[src/rtl/alu_op_sequencer.sv]
// Sequential front end for the combinational 32-bit alu: buffers commands in a FIFO,
// drives the alu from registered operands, and returns results with backpressure.
module alu_op_sequencer #(
  parameter int unsigned DEPTH = 4,
  parameter int unsigned PTR_W = 2
) (
  input  logic               clk,
  input  logic               reset,
  input  logic               in_valid,
  output logic               in_ready,
  input  logic [31:0]        in_a,
  input  logic [31:0]        in_b,
  input  logic [2:0]         in_op,
  output logic [31:0]        alu_a,
  output logic [31:0]        alu_b,
  output logic [2:0]         alu_op,
  input  logic [31:0]        alu_c,
  output logic               out_valid,
  input  logic               out_ready,
  output logic [31:0]        out_c,
  output logic [2:0]         out_op,
  output logic [PTR_W:0]     fifo_count,
  output logic [15:0]        done_count
);

  localparam int unsigned CNT_W = PTR_W + 1;

  typedef struct packed {
    logic [31:0] a;
    logic [31:0] b;
    logic [2:0]  op;
  } cmd_t;

  typedef enum logic [1:0] {IDLE, ISSUE, HOLD} state_t;

  state_t           state, state_nxt;
  cmd_t             mem [DEPTH];
  cmd_t             head;
  logic [PTR_W-1:0] wr_ptr, rd_ptr;
  logic [CNT_W-1:0] count_nxt;
  logic             push_c, pop_c, hs_c;

  assign head = mem[rd_ptr];

  // State register
  always_ff @(posedge clk) begin
    if (reset) state <= IDLE;
    else       state <= state_nxt;
  end

  // Next state, pop and handshake decode
  always_comb begin
    state_nxt = state;
    pop_c     = 1'b0;
    hs_c      = 1'b0;
    push_c    = in_valid && in_ready;
    case (state)
      IDLE: begin
        if (fifo_count != '0) begin
          pop_c     = 1'b1;
          state_nxt = ISSUE;
        end
      end
      ISSUE: state_nxt = HOLD;
      HOLD: begin
        if (out_ready) begin
          hs_c = 1'b1;
          if (fifo_count != '0) begin
            pop_c     = 1'b1;
            state_nxt = ISSUE;
          end else begin
            state_nxt = IDLE;
          end
        end
      end
      default: state_nxt = IDLE;
    endcase
    count_nxt = fifo_count + CNT_W'(push_c) - CNT_W'(pop_c);
  end

  // FIFO storage, deliberately left unreset
  always_ff @(posedge clk) begin
    if (push_c) mem[wr_ptr] <= '{a: in_a, b: in_b, op: in_op};
  end

  // Pointers, counters, alu drive and result capture
  always_ff @(posedge clk) begin
    if (reset) begin
      wr_ptr     <= '0;
      rd_ptr     <= '0;
      fifo_count <= '0;
      in_ready   <= 1'b1;
      alu_a      <= '0;
      alu_b      <= '0;
      alu_op     <= '0;
      out_valid  <= 1'b0;
      out_c      <= '0;
      out_op     <= '0;
      done_count <= '0;
    end else begin
      fifo_count <= count_nxt;
      // Ready is derived from the registered next count, so no same-cycle ready-through
      in_ready   <= (count_nxt < CNT_W'(DEPTH));
      if (push_c) wr_ptr <= wr_ptr + PTR_W'(1);
      if (pop_c) begin
        rd_ptr <= rd_ptr + PTR_W'(1);
        alu_a  <= head.a;
        alu_b  <= head.b;
        alu_op <= head.op;
      end
      if (state == ISSUE) begin
        out_c     <= alu_c;
        out_op    <= alu_op;
        out_valid <= 1'b1;
      end
      // A consumed result never lingers into the following ISSUE cycle
      if (hs_c) begin
        out_valid  <= 1'b0;
        done_count <= done_count + 16'd1;
      end
    end
  end

endmodule
[config.mk]
export PLATFORM = sky130hd
export DESIGN_NAME = alu_op_sequencer
export DESIGN_NICKNAME = d
export VERILOG_FILES = /design/src/rtl/alu_op_sequencer.sv
export SDC_FILE = /design/constraint.sdc
export NUM_CORES = 1
export LEC_CHECK = 0
export ABC_AREA = 1
export CORE_UTILIZATION = 48
export CTS_CLUSTER_SIZE = 10
export DETAILED_ROUTE_END_ITERATION = 12
export GPL_ROUTABILITY_DRIVEN = 0
export HOLD_SLACK_MARGIN = 0.15
export PLACE_DENSITY_LB_ADDON = 0.05
export SYNTH_ARGS = -nofsm -noshare
export SYNTH_HDL_FRONTEND = slang
export SYNTH_SLANG_ARGS = --single-unit
[constraint.sdc]
create_clock -name clk -period 3.9 [get_ports clk]
set_input_delay 0.585 -clock clk [delete_from_list [all_inputs] [get_ports clk]]
set_output_delay 0.585 -clock clk [all_outputs]
set_load 0.1 [all_outputs]
==> out/qor.yml <==
critical_path:
  r2r_slack_ns: 1.56
  slowest_stage: "clkdlybuf4s50_1"
  path_delay_family: "buffers and inverters"
  start_kind: "register"
  worst-path-buf-inv: 1
  end_kind: "output pin"
  worst_ep_arrival_time_ns: 2.15
  crit_type: "register to output pin"
  cp.required_ns: 3.31
  crit_fanout: 4
  timing.rr.start: "rd_ptr[0]"
  r2r_cells: 6
  worstPathCellList: "clkdlybuf4s50_1"
  regToRegEndpoint: "alu_a[12]"
  max_stage_delay_ns: 1.19
clocking:
  post-cts-setup-buffers: 0
  path_clk_slew_ns: 0.05
  cts_num_sinks: 397
  clockBufferDepth: 3
  cts_tree: "yes"
  h-tree-depth: 2
  clockRootBuffer: "clkbuf_16"
  ctsResizeCount: 0
  cts_buffers: 45
  clock_latency_ns: 0.54
  postCtsHoldBufs: 0
finish:
  num-nets-final: 1597
  utilization_pct: 62.05
  area.growth.synth_to_final_pct: 26.51
  n_antenna_cell: 0
  drive_gt1_share_pct: 5.395
  design_area_sq_um: 18540
route:
  routed_wl_um: 33000
  drt-wirelength-per-cell_um: 17.28
  ant_nets: 0
  drt_pass1_iterations: 4
  routed_via_density: 5.232
  dr_total_vias: 9993
  drt_iter0_drc: 548
  drc: 0
pwr:
  clock_power_share_pct: 23.5
  leakagePower_nw: 6.518
  p_comb_share_pct: 41.3
  switching_share_pct: 43.52
  powerDensity_nw_per_um2: 852.5
  power.switching_w: 0.006878
  seq_power_share_pct: 35.2
  p_int_w: 0.008926
  vdd_drop_max_uv: 547.2
synth:
  netlist_instances: 1275
  synth_top_family_by_area: "compound AO/OA/AOI/OAI gates"
  synth_top_area_share_pct: 54.92
  synth_nets: 1386
  synthArstFlopShare_pct: 0
  synthMuxAreaShare_pct: 0
  synth_common_cells: "374 x nor2_1, 268 x edfxtp_1, 225 x o21ai_0, 129 x dfxtp_1, 67 x o22ai_1"
  synth-compound-area-share_pct: 11.65
  synth_area_per_cell_sq_um: 11.49
  synth_edf_count: 268
  synth_most_common_cell: "nor2_1"
  synth-simple-area-share_pct: 11.38
  synth_area_leaders: "edfxtp_1 55%, dfxtp_1 18%, nor2_1 9.6%, o21ai_0 7.7%, o22ai_1 2.9%"
  ys_seq_area_share_pct: 72.55
  synthAdderAreaFrac_pct: 0.7344
  yosys_warnings: 0
  synthXorXnorAreaFrac_pct: 0.2391
  synth_ff_type: "edfxtp_1"
  ys_ff_latch: 397
  synth_top_area_cell: "edfxtp_1"
  synth.distinct_cells: 30
  syn_area_sq_um: 14650
sta:
  fin_crit_sh_pct: 70.15
  finalMaxSlewViolations: 0
  tightest_slew_ns: 1.095
  setup_viol: 0
  finClkSkew_ns: 0.02048
  hold_viol: 0
  period_needed_ns: 2.736
  fmax_ghz: 0.3655
  relSlewSlack_pct: 26.78
  rsz0062_at_grt: "no"
  whs_ns: 0.5047
floorplan:
  core_area_sq_um: 29870
  die-width_um: 176.7
  start_util_pct: 49.05
  die_height_um: 176.7
  ioPinCount: 226
  dieArea_sq_um: 31230
  rows: 63
min_path:
  worstHoldStart: "done_count[1]"
  hp-class: "register to register"
  whs_path_depth: 2
  min_to: "done_count[1]"
place:
  port_buffers: 225
  place.detailed.hpwl_um: 17650
  dpl-instance-area_sq_um: 17260
grt:
  grt_pass1_vias: 9581
  track_usage_pct: 21.26
  antenna_found_initial: 1
  grt_start_max_net_pins: 109
  grt_pass1_wl_um: 51800
  grt_overflow: 0
run:
  drv_cap: 0
status:
  outcome: "finished clean"
routing by layer:
layer  routed length, um  GRT usage (%)  up-vias  share of wire, %
met3                2087          4.446       60               6.3
li1                    -              -     4882                 -
met2               15450          35.93      257                47
met5                  13              0        -             0.039
met1               14920          27.96     4792                45
met4                 531          5.280        2               1.6
power by group through the flow:
| stage | Sequential (W) | Combinational (W) | Clock (W) |
|---|---|---|---|
| 6_report | 0.00556 | 0.00653 | 0.00372 |
| 5_1_grt | 0.00564 | 0.00700 | 0.00397 |
| 4_1_cts | 0.00556 | 0.00659 | 0.00380 |
| 3_5_place_dp | 0.00564 | 0.00657 | 0 |
| 3_3_place_gp | 0.00564 | 0.00653 | 0 |
| 2_1_floorplan | 0.00831 | 0.00224 | 0 |
final cells by class:
class / count / area [sq um]
clock buffers: 79 / 1264
clock inverters: 2 / 17.52
fillers: 2440 / 11340
inverters: 36 / 138.9
multi-input cells: 765 / 3547
flip-flops and latches: 397 / 10640
well taps: 390 / 488.0
repair buffers: 241 / 2447
state kept, by name, summed over array words and instances, names as in the netlist:
register / cells
mem: 268
alu_a: 32
alu_b: 32
out_c: 32
done_count: 16
alu_op: 3
fifo_count: 3
out_op: 3
rd_ptr: 2
state: 2
wr_ptr: 2
in_ready: 1
out_valid: 1
stage by stage:
stage          power (W)  setup slack [ns]  TNS, ns  instances
2_1_floorplan    0.01055           -0.7689  -206.07       1275
3_3_place_gp     0.01216             1.123        0       1829
3_5_place_dp     0.01222             1.102        0       1829
4_1_cts          0.01595             1.140        0       1910
5_1_grt          0.01660             1.096        0       1910
6_report         0.01580             1.164        0       1910
cell usage in the layout (no fill, tap or decap), types with 7 or more instances in the layout:
cell | synthesis | layout
dfxtp_1 | 129 | 127
o21ai_1 | 19 | 19
buf_4 | 5 | 10
nor2_1 | 374 | 370
clkdlybuf4s50_1 | 0 | 225
a21oi_1 | 8 | 8
o21ai_0 | 225 | 225
clkbuf_1 | 38 | 33
ha_1 | 7 | 7
edfxtp_1 | 268 | 268
nand2_1 | 39 | 39
clkbuf_16 | 0 | 45
inv_1 | 30 | 29
o22ai_1 | 67 | 67
worst max path at each step:
stage / start / to / slack (ns) / cells after the start
global route: done_count[10] / done_count[10] / 1.10 / 1
finish: fifo_count[1] / fifo_count[1] / 1.16 / 1
detailed placement: in_valid / in_ready / 1.10 / 10
CTS: fifo_count[1] / fifo_count[1] / 1.14 / 1
floorplan: in_ready / mem[0][0] / -0.77 / 2
global placement: in_valid / in_ready / 1.12 / 10
kinds of logic (layout without fill, tap and decap cells):
| family | Yosys count | in the layout |
|---|---|---|
| flops | 397 | 397 |
| simple gates | 431 | 431 |
| buf+inv | 113 | 358 |
| fa+ha+maj | 8 | 8 |
| xor+xnor | 4 | 4 |
| compound gates | 322 | 322 |
No activity file was read; power rests on OpenSTA's default activity.
